### config.mk
export PLATFORM = sky130hd
export DESIGN_NAME = base_ademux_buf
export DESIGN_NICKNAME = d
export VERILOG_FILES = /design/src/rtl/base_ademux_buf_pkg.sv /design/src/rtl/base_ademux_buf_fifo.sv /design/src/rtl/base_ademux_buf.sv
export SDC_FILE = /design/constraint.sdc
export NUM_CORES = 1
export LEC_CHECK = 0
export ABC_AREA = 0
export CORE_UTILIZATION = 46
export DETAILED_ROUTE_END_ITERATION = 16
export GPL_ROUTABILITY_DRIVEN = 0
export PLACE_DENSITY_LB_ADDON = 0.2
export SYNTH_ARGS = -nofsm -noshare
export SYNTH_HDL_FRONTEND = slang
export SYNTH_SLANG_ARGS = --single-unit
### constraint.sdc
create_clock -name clk -period 4.2 [get_ports clk]
set_clock_uncertainty 0.2 [all_clocks]
set_input_delay 1.26 -clock clk [delete_from_list [all_inputs] [get_ports clk]]
set_output_delay 1.26 -clock clk [all_outputs]
set_load 0.03 [all_outputs]
### src/rtl/base_ademux_buf_pkg.sv
// Shared base-library helpers for the buffered valid/ready demultiplexer.
package base_ademux_buf_pkg;

  // Ceiling log2, usable in constant expressions for pointer widths.
  function automatic int unsigned log2_ceil(input int unsigned v);
    int unsigned r;
    r = 0;
    for (int unsigned i = 0; i < 32; i++) begin
      if ((32'd1 << i) < v) r = i + 1;
    end
    return r;
  endfunction

endpackage

### src/rtl/base_ademux_buf_fifo.sv
// Single-way push/pop FIFO: registered circular buffer, no read bypass.
module base_ademux_fifo
  import base_ademux_buf_pkg::*;
#(
  parameter int unsigned width = 64,
  parameter int unsigned depth = 2
) (
  input  logic             clk,
  input  logic             reset_n,
  input  logic             push,
  input  logic [width-1:0] d,
  input  logic             pop,
  output logic [width-1:0] q,
  output logic             full,
  output logic             empty
);

  localparam int unsigned aw = log2_ceil(depth);
  localparam logic [aw:0] full_cnt = (aw + 1)'(depth);

  logic [width-1:0] mem [depth];
  logic [aw-1:0]    wr_ptr;
  logic [aw-1:0]    rd_ptr;
  logic [aw:0]      count;
  logic             do_push;
  logic             do_pop;

  always_comb begin
    full    = (count == full_cnt);
    empty   = (count == '0);
    // A full way refuses pushes even when it pops in the same cycle.
    do_push = push & ~full;
    do_pop  = pop & ~empty;
    q       = mem[rd_ptr];
  end

  always_ff @(posedge clk or negedge reset_n) begin
    if (!reset_n) begin
      wr_ptr <= '0;
      rd_ptr <= '0;
      count  <= '0;
    end else begin
      if (do_push) wr_ptr <= wr_ptr + 1'b1;
      if (do_pop)  rd_ptr <= rd_ptr + 1'b1;
      case ({do_push, do_pop})
        2'b10:   count <= count + 1'b1;
        2'b01:   count <= count - 1'b1;
        default: count <= count;
      endcase
    end
  end

  always_ff @(posedge clk) begin
    if (do_push) mem[wr_ptr] <= d;
  end

endmodule

### src/rtl/base_ademux_buf.sv
// Buffered multicast valid/ready demux: one input beat fans out to every
// selected way, each way draining independently through its own FIFO.
module base_ademux_buf
  import base_ademux_buf_pkg::*;
#(
  parameter int unsigned ways  = 2,
  parameter int unsigned width = 64,
  parameter int unsigned depth = 2
) (
  input  logic                  clk,
  input  logic                  reset_n,
  input  logic [ways-1:0]       sel,
  input  logic                  i_v,
  output logic                  i_r,
  input  logic [width-1:0]      i_d,
  output logic [ways-1:0]       o_v,
  input  logic [ways-1:0]       o_r,
  output logic [ways*width-1:0] o_d,
  output logic                  o_drop
);

  logic [ways-1:0] full;
  logic [ways-1:0] empty;
  logic [ways-1:0] push;
  logic            accept;

  // Ready only when every selected way has room, so a multicast is all-or-none;
  // o_r never feeds this path.
  always_comb begin
    i_r    = reset_n & (&(~sel | ~full));
    accept = i_v & i_r;
    push   = sel & {ways{accept}};
    o_v    = ~empty;
  end

  for (genvar k = 0; k < ways; k++) begin : g_way
    base_ademux_fifo #(
      .width(width),
      .depth(depth)
    ) u_fifo (
      .clk    (clk),
      .reset_n(reset_n),
      .push   (push[k]),
      .d      (i_d),
      .pop    (o_r[k]),
      .q      (o_d[k*width +: width]),
      .full   (full[k]),
      .empty  (empty[k])
    );
  end

  always_ff @(posedge clk or negedge reset_n) begin
    if (!reset_n) o_drop <= 1'b0;
    else          o_drop <= accept & ~|sel;
  end

endmodule

Word level (Yosys, flattened, before mapping)
Memories as Yosys holds them, arrays and structs flattened.
Cells that the tools add are included.
{ "totals": {"regBits": 9, "ramBits": 256, "elab_cells": 52, "memories": 2} }
{ "classes": {"addsub": 8, "eq_ne": 6, "n_mux": 6, "bitwise_logic": 16, "reduce_logical": 7} }
{ "mem_list": {"columns": ["memory", "depth", "width", "rd", "rd_clocked_by_memory_dff", "write_ports", "line", "text"], "rows": [
  ["g_way[0].u_fifo.mem", 2, 64, 1, 0, 1, "base_ademux_buf_fifo.sv:21", "logic [width-1:0] mem [depth];"],
  ["g_way[1].u_fifo.mem", 2, 64, 1, 0, 1, "base_ademux_buf_fifo.sv:21", null]
]} }
{ "ops": {"columns": ["cell", "count"], "rows": [
  ["2-bit equality test, second input constant", 4],
  ["2-bit one-hot mux with 2 select lines", 2],
  ["1-bit bitwise AND", 7],
  ["2-bit inverter", 3],
  ["1-bit adder, second input constant", 4],
  ["2-bit by 1-bit adder with 2-bit output, second input constant", 2],
  ["2-bit by 1-bit equality test with 1-bit output, second input constant", 2],
  ["2-bit logical NOT", 2],
  ["1-bit 2-to-1 mux", 4],
  ["1-bit inverter", 4],
  ["2-bit nonzero test", 2],
  ["2-bit by 1-bit subtractor with 2-bit output, second input constant", 2],
  ["2-bit bitwise AND", 1],
  ["2-bit OR", 1],
  ["2-bit AND reduction", 1],
  ["2-bit OR reduction", 1],
  ["1-bit logical NOT", 1]
]} }

Longest topological paths before layout
Gate-level depths: netlist (run 1).
{ "depth": {"ltp_word": 10, "depth_mapped": 6, "mapped_depth_nobuf": 6} }

By module
From an unflattened synthesis (run 1), not the netlist that was laid out.
{ "unflattened": {"hier_cells": 445, "hier_area_um2": 10128.5} }
{ "modules_own_cells": {"columns": ["module", "instances", "cells_per_inst", "area_each_um2"], "rows": [
  ["base_ademux_fifo", 2, 217, 5018.6],
  ["base_ademux_buf", 1, 11, 91.3]
]} }

Worst setup path after synthesis (run 1)
OpenSTA, ideal clock, no wires.
{ "synth_path": {"path_kind": "in2reg", "from": "in i_v", "to": "mem g_way[1].u_fifo.mem[0][0], enable pin", "setup_time_ps": 487, "t_arrival_ps": 4251, "required_time_ps": 3513, "slack_ps": -738, "cell_stages": 3, "path_cell_list": "and3_1 > nand3_1 > nor2_1"} }
{ "synth_between": {"elab_chain_cells": 5} }
{ "synth_lines": {"columns": ["item", "line", "text"], "rows": [
  ["start, declared", "base_ademux_buf.sv:13", "input logic i_v,"],
  ["1-bit bitwise AND", "base_ademux_buf.sv:31", "accept = i_v & i_r;"],
  ["2-bit bitwise AND", "base_ademux_buf.sv:32", "push = sel & {ways{accept}};"],
  ["1-bit bitwise AND", "base_ademux_buf_fifo.sv:32", "do_push = push & ~full;"],
  ["1-bit 2-to-1 mux", "base_ademux_buf_fifo.sv:54", "if (do_push) mem[wr_ptr] <= d;"],
  ["1-bit 2-to-1 mux (implied by the code)", "base_ademux_buf_fifo.sv:54", null],
  ["end, declared", "base_ademux_buf_fifo.sv:21", null]
]} }
Every way passes these cells.

Final worst setup path (run 1)
{ "layout_path": {"from": "reg g_way[1].u_fifo.rd_ptr", "to": "out o_d[71]"} }
{ "layout_between": {"elab_chain_cells": 1} }
{ "layout_lines": {"columns": ["item", "line", "text"], "rows": [
  ["start, declared", "base_ademux_buf_fifo.sv:23", "logic [aw-1:0] rd_ptr;"],
  ["start signal, assigned", "base_ademux_buf_fifo.sv:44", "if (do_pop) rd_ptr <= rd_ptr + 1'b1;"],
  ["memory 2 x 64 bit", null, null],
  ["end, declared", "base_ademux_buf.sv:18", "output logic [ways*width-1:0] o_d,"]
]} }
Every way passes these cells.

==> run summary, run 1 <==
* routed via count: 4833
* most frequently used flop master after synthesis: edfxtp_1
* Ys Warns: 0
* largest net degree at the start of global routing: 39
* Post-Route Hold Slack: 0.332 ns
* post-cts resize count: 0
* outcome: finished, final reports clean
* detailed-route DRC error count: 0
* routed wire length per instance: 19.5 um
* synthesized instance count: 442
* H-tree depth: 1
* die extent in x: 150 um
* area growth from synthesis to layout: 32.6%
* starting density of the core: 47.5%
* worst-case register-to-register setup slack: 2.27 ns
* via count of the first global-routing pass: 5048
* crit path launch type: register
* final core occ: 63.0%
* classification of the worst-slack hold path: register to register
* Max-cap violations: 0
* worst endpoint data arrival time: 2.57 ns
* worst reg2reg endpoint: g_way[1].u_fifo.mem[1][11]$_DFFE_PP_
* DR vias/cell: 4.99
* Port Buf Inserts: 202
* crit end category: primary output
* synthesized area: 0.0101 mm^2
* Post-DRT Antenna Nets: 0
* 1st-pass router iterations: 4
* sum of negative setup slack: 0 ns
* fraction of registers with async set/reset: 3.40%
* largest area contributor in the netlist: edfxtp_1
* number of ports placed on the die boundary: 203
* Hold Path End: g_way[1].u_fifo.count[1]$_DFFE_PN0P_
* post-synthesis cell type count: 20
* core footprint: 0.0213 mm^2
* leading cell type by number of instances after synthesis: edfxtp_1
* clock latency on the worst-skew pair: 0.51 ns
* maximum ir drop on the vdd rail: 367 uV
* Crit Path Category: register to primary output
* number of rows created at floorplan: 53
* mean post-synth cell area: 22.9 um^2
* portion of synthesized cell area occupied by the leading cell type: 76.0%
* clock-pin slew on the worst setup and hold paths: 0.06 ns
* Worst Max-Slew Pin Slew: 0.545 ns
* Hold Path Stages: 1
* HPWL reported at the end of detailed placement: 11700 um
* R2R Path Start: g_way[0].u_fifo.count[0]$_DFFE_PN0P_
* Hold Startpoint: g_way[1].u_fifo.count[1]$_DFFE_PN0P_
* Chip Height: 150 um
* Slew Viols, Final: 0
* Fillers: 1472
* worst relative slew slack: 63.7%
* Critical Path RT: 2.74 ns
* layout cell share with drive strength beyond 1: 27.1%
* Hold-fix buffers, CTS: 0
* Synth Register Bits: 265
* portion of the post-synthesis area used by sequential elements: 78.2%
* sum of overflow across all layers after global routing: 0
* CTS sink count: 265
* Synthesized Nets: 515
* cts bufs inserted: 27
* final setup violation count: 0
* smallest setup slack after layout: 0.172 ns
* maximum net fanout on the critical path: 27
* pre-CTS setup slack: 0.455 ns
* post-layout minimum cycle time: 4.03 ns
* number of hold violations in the final report: 0
* timing-limited maximum frequency: 248 MHz
* routed wire length: 18900 um
* antenna diode instance count: 0
* Clock Tree Buf Depth: 3
* Setup Fix Bufs, Post-CTS: 0
* number of synthesized flops with an enable pin: 256
* number of antenna violations at the first check in global routing: 0
* top cells by area, synth: edfxtp_1 76%, mux2_4 15%, mux2_2 3.1%
* portion of the clock cycle consumed by the worst path in the final layout: 95.9%
* RSZ-0062 raised after global routing: no
* leakage component of the power: 0.00476 uW
* commonest cells in the netlist: 256 x edfxtp_1, 100 x mux2_4, 28 x mux2_2, 12 x buf_6, 9 x dfrtp_1
* number of cell instances on the worst register-to-register path: 4
* clock tree from TritonCTS: yes
* starting DRC count in detailed routing: 245
* clk root buf: clkbuf_16
* net total in the final layout: 746
* floorplan die area: 0.0226 mm^2
* global-route wire length before repair: 28200 um
* All-Layer GR Usage: 16.7%
* Tot Pwr: 8630 uW
* power per cell area: 643 mW/mm^2
flip-flops by register name, indices dropped and copies added, names as in the netlist:
| name | flops |
|---|---|
| g_way.u_fifo.mem | 256 |
| g_way.u_fifo.count | 4 |
| g_way.u_fifo.rd_ptr | 2 |
| g_way.u_fifo.wr_ptr | 2 |
| o_drop | 1 |
logic make-up (layout without fill, tap and decap cells):
family                   count (synthesis)  in the layout  share of synthesized area [%]
flip-flops                             265            265                           78.2
multiplexers                           128            128                           18.0
AND/OR/NAND/NOR                         21             21                           1.21
buffers and inverters                   16            267                           1.51
XOR/XNOR                                10             10                          0.866
adder cells (fa/ha/maj)                  2              2                          0.247
power breakdown:
part	leakage, uW	total [uW]	internal (uW)	switching [uW]
logic	0.00194	3090	1520	1570
clock network	0.000403	2210	1300	906
registers	0.00242	3330	3130	199
how the worst max path moves through the flow:
stage / startpoint / end / slack (ns) / depth (start not counted)
floorplan: i_v / g_way[1].u_fifo.mem[0][0]$_DFFE_PP_ / -0.74 / 3
global placement: sel[1] / i_r / 0.51 / 4
detailed placement: sel[1] / i_r / 0.45 / 4
CTS: g_way[1].u_fifo.rd_ptr$_DFFE_PN0P_ / o_d[71] / 0.11 / 3
global route: g_way[1].u_fifo.rd_ptr$_DFFE_PN0P_ / o_d[73] / 0.05 / 3
finish: g_way[1].u_fifo.rd_ptr$_DFFE_PN0P_ / o_d[71] / 0.17 / 3
placed cells by master (no fill, tap or decap), types with 4 or more instances in the layout:
cell type and n:
buf_12 9, buf_4 6, clkbuf_1 7, clkbuf_16 27, clkdlybuf4s50_1 201, clkinv_1 6
clkinv_2 5, dfrtp_1 7, edfxtp_1 256, mux2_2 28, mux2_4 100, nor2_4 4
xnor2_1 6, xor2_1 4
cell type report:
class	count	area [um^2]	area share, %
tap	275	344	2.56
sequential	265	7920	59.0
inverter	2	7.51	0.0560
clock buffer	34	702	5.23
timing repair buffer	216	2240	16.7
clock inverter	15	124	0.923
multi-input combinational	161	2080	15.5
stage by stage:
| stage | area (um^2) | std cells |
|---|---|---|
| final | 13400 | 968 |
| after global routing | 13400 | 968 |
| after CTS | 13400 | 968 |
| after detailed placement | 12600 | 919 |
| after global placement | 12600 | 919 |
| after floorplan | 10100 | 442 |
worst max-delay path, stage by stage, from the launching register on:
cell	delay, ns
dfrtp_4	0.77
buf_4	0.32
mux2_2	0.35
clkdlybuf4s50_1	0.59
routing by layer:
| layer | global-route usage, % | vias to the layer above | part of all wire, % |
|---|---|---|---|
| met2 | 28.2 | 163 | 49 |
| met5 | 0 | - | 0 |
| met1 | 22.0 | 2427 | 43 |
| met3 | 3.36 | 29 | 6.3 |
| li1 | - | 2214 | - |
| met4 | 4.49 | 0 | 1.8 |
No activity file was read; power rests on OpenSTA's default activity.
==> run 2: changes to the inputs <==
CORE_UTILIZATION = 30   (was 46)
DONT_BUFFER_PORTS = 1   (was default)
==> run summary, run 2 (synthesis gave the netlist of run 1 again) <==
* classification of the worst-slack hold path: input pin to async pin, was register to register
* Fillers: 3095, was 1472
* net total in the final layout: 544, was 746
* top library cells by usage in the layout, fill and taps aside: 256 x edfxtp_1, 100 x mux2_4, 29 x clkbuf_16, 28 x mux2_2, 10 x buf_4, was 256 x edfxtp_1, 201 x clkdlybuf4s50_1, 100 x mux2_4, 28 x mux2_2, 27 x clkbuf_16
* antenna diode instance count: 0, unchanged
* max reg flops: 256, unchanged
* 1st-pass router iterations: 4, unchanged
* worst relative slew slack: 48.0%, was 63.7%
* clock-pin slew on the worst setup and hold paths: 0.06 ns, about the same
* routed wire length per instance: 21.3 um, was 19.5 um
* Critical Path RT: 2.74 ns, about the same
* smallest setup slack after layout: 0.517 ns, was 0.172 ns
* dpl cells: 883, was 919
* maximum net fanout on the critical path: 37, was 27
* starting DRC count in detailed routing: 181, was 245
* number of hold violations in the final report: 0, unchanged
* routed wire length: 19900 um, was 18900 um
* Clock Tree Buf Depth: 3, unchanged
* clk root buf: clkbuf_16, unchanged
* HPWL reported at the end of detailed placement: 12400 um, was 11700 um
* leakage component of the power: 0.00397 uW, was 0.00476 uW
* clock latency on the worst-skew pair: 0.54 ns, was 0.51 ns
* largest registers: g_way.u_fifo.mem: 256 flops, g_way.u_fifo.count: 4 flops, unchanged
* Post-DRT Antenna Nets: 0, unchanged
* post-cts resize count: 0, unchanged
* H-tree depth: 1, unchanged
* timing-limited maximum frequency: 272 MHz, was 248 MHz
* power per cell area: 689 mW/mm^2, was 643 mW/mm^2
* sequential cell area: 0.00792 mm^2, unchanged
* floorplan die area: 0.0345 mm^2, was 0.0226 mm^2
* Max-cap violations: 0, unchanged
* global-route wire length before repair: 28700 um, was 28200 um
* worst endpoint data arrival time: 2.22 ns, was 2.57 ns
* number of rows created at floorplan: 66, was 53
* cts bufs inserted: 28, was 27
* R2R Path Start: g_way[1].u_fifo.count[0]$_DFFE_PN0P_, was g_way[0].u_fifo.count[0]$_DFFE_PN0P_
* post-layout minimum cycle time: 3.68 ns, was 4.03 ns
* starting density of the core: 30.8%, was 47.5%
* area growth from synthesis to layout: 14.5%, was 32.6%
* maximum ir drop on the vdd rail: 397 uV, was 367 uV
* routed via count: 4099, was 4833
* portion of the clock cycle consumed by the worst path in the final layout: 87.7%, was 95.9%
* number of antenna violations at the first check in global routing: 0, unchanged
* outcome: finished, final reports clean, unchanged
* largest net degree at the start of global routing: 41, was 39
* CTS sink count: 265, unchanged
* Chip Height: 186 um, was 150 um
* pre-CTS setup slack: 1.03 ns, was 0.455 ns
* worst reg2reg endpoint: g_way[0].u_fifo.mem[1][17]$_DFFE_PP_, was g_way[1].u_fifo.mem[1][11]$_DFFE_PP_
* Slew Viols, Final: 0, unchanged
* worst-case register-to-register setup slack: 1.93 ns, was 2.27 ns
* layout cell share with drive strength beyond 1: 38.2%, was 27.1%
* die extent in x: 186 um, was 150 um
* number of cell instances on the worst register-to-register path: 4, unchanged
* clock tree from TritonCTS: yes, unchanged
* non-filler cells in the finished layout: 934, was 968
* number of ports placed on the die boundary: 203, unchanged
* core footprint: 0.0329 mm^2, was 0.0213 mm^2
* Setup Fix Bufs, Post-CTS: 0, unchanged
* leading cell type in the layout, fill and taps excluded: edfxtp_1, unchanged
* via count of the first global-routing pass: 4436, was 5048
* final setup violation count: 0, unchanged
* RSZ-0062 raised after global routing: no, unchanged
* DR vias/cell: 4.39, was 4.99
* area occupied by multi-input gates: 0.00208 mm^2, unchanged
* Crit Path Category: register to primary output, unchanged
* sum of overflow across all layers after global routing: 0, unchanged
* Worst Max-Slew Pin Slew: 0.779 ns, was 0.545 ns
* crit path launch type: register, unchanged
* detailed-route DRC error count: 0, unchanged
* Port Buf Inserts: 0, was 202
* sum of negative setup slack: 0 ns, unchanged
* largest register by flop count: g_way.u_fifo.mem, unchanged
* Hold-fix buffers, CTS: 0, unchanged
* crit end category: primary output, unchanged
* All-Layer GR Usage: 11.3%, was 16.7%
-- run 2: power breakdown --
group          leakage (uW)  total, uW  switching (uW)  internal (uW)
logic               0.00112       2270            1420            845
registers           0.00242       3370             234           3140
clock network      0.000430       2340             948           1390
-- run 2: final cells by class --
| cell class | count | share of cell area (%) |
|---|---|---|
| Tap cell | 442 | 4.77 |
| Clock inverter | 10 | 0.648 |
| Clock buffer | 41 | 7.00 |
| Timing Repair Buffer | 13 | 1.17 |
| Inverter | 2 | 0.0648 |
| Sequential cell | 265 | 68.4 |
| Multi-Input combinational cell | 161 | 18.0 |
-- run 2: metrics by stage --
stage	utilization [%]	area, um^2	power (uW)	hold WS [ns]
finish	35.2	11600	7980	0.212
global route	35.2	11600	8310	0.181
CTS	35.2	11600	8110	0.184
detailed placement	32.5	10700	5750	0.311
global placement	32.5	10700	5720	0.305
floorplan	-	10100	5430	0.268
-- run 2: worst max-delay path by stage --
stage                                             from                                   to  slack [ns]  cells after the start
floorplan                                          i_v  g_way[1].u_fifo.mem[0][0]$_DFFE_PP_       -0.74                      3
global placement                                sel[1]                                  i_r        1.02                      2
detailed placement                              sel[1]                                  i_r        1.03                      2
CTS                 g_way[0].u_fifo.rd_ptr$_DFFE_PN0P_                              o_d[42]        0.46                      2
global route        g_way[0].u_fifo.rd_ptr$_DFFE_PN0P_                              o_d[43]        0.41                      2
finish              g_way[0].u_fifo.rd_ptr$_DFFE_PN0P_                              o_d[43]        0.52                      2
-- run 2: critical path, stage by stage (launching register included) --
cell	delay, ns
dfrtp_4	0.94
buf_4	0.35
mux2_4	0.38
-- run 2: per-layer routing --
layer / wire length, um / track usage (%)
met1: 7980 / 13.6
met2: 9440 / 18.6
met5: 0 / 0
met4: 439 / 3.41
met3: 2060 / 4.48
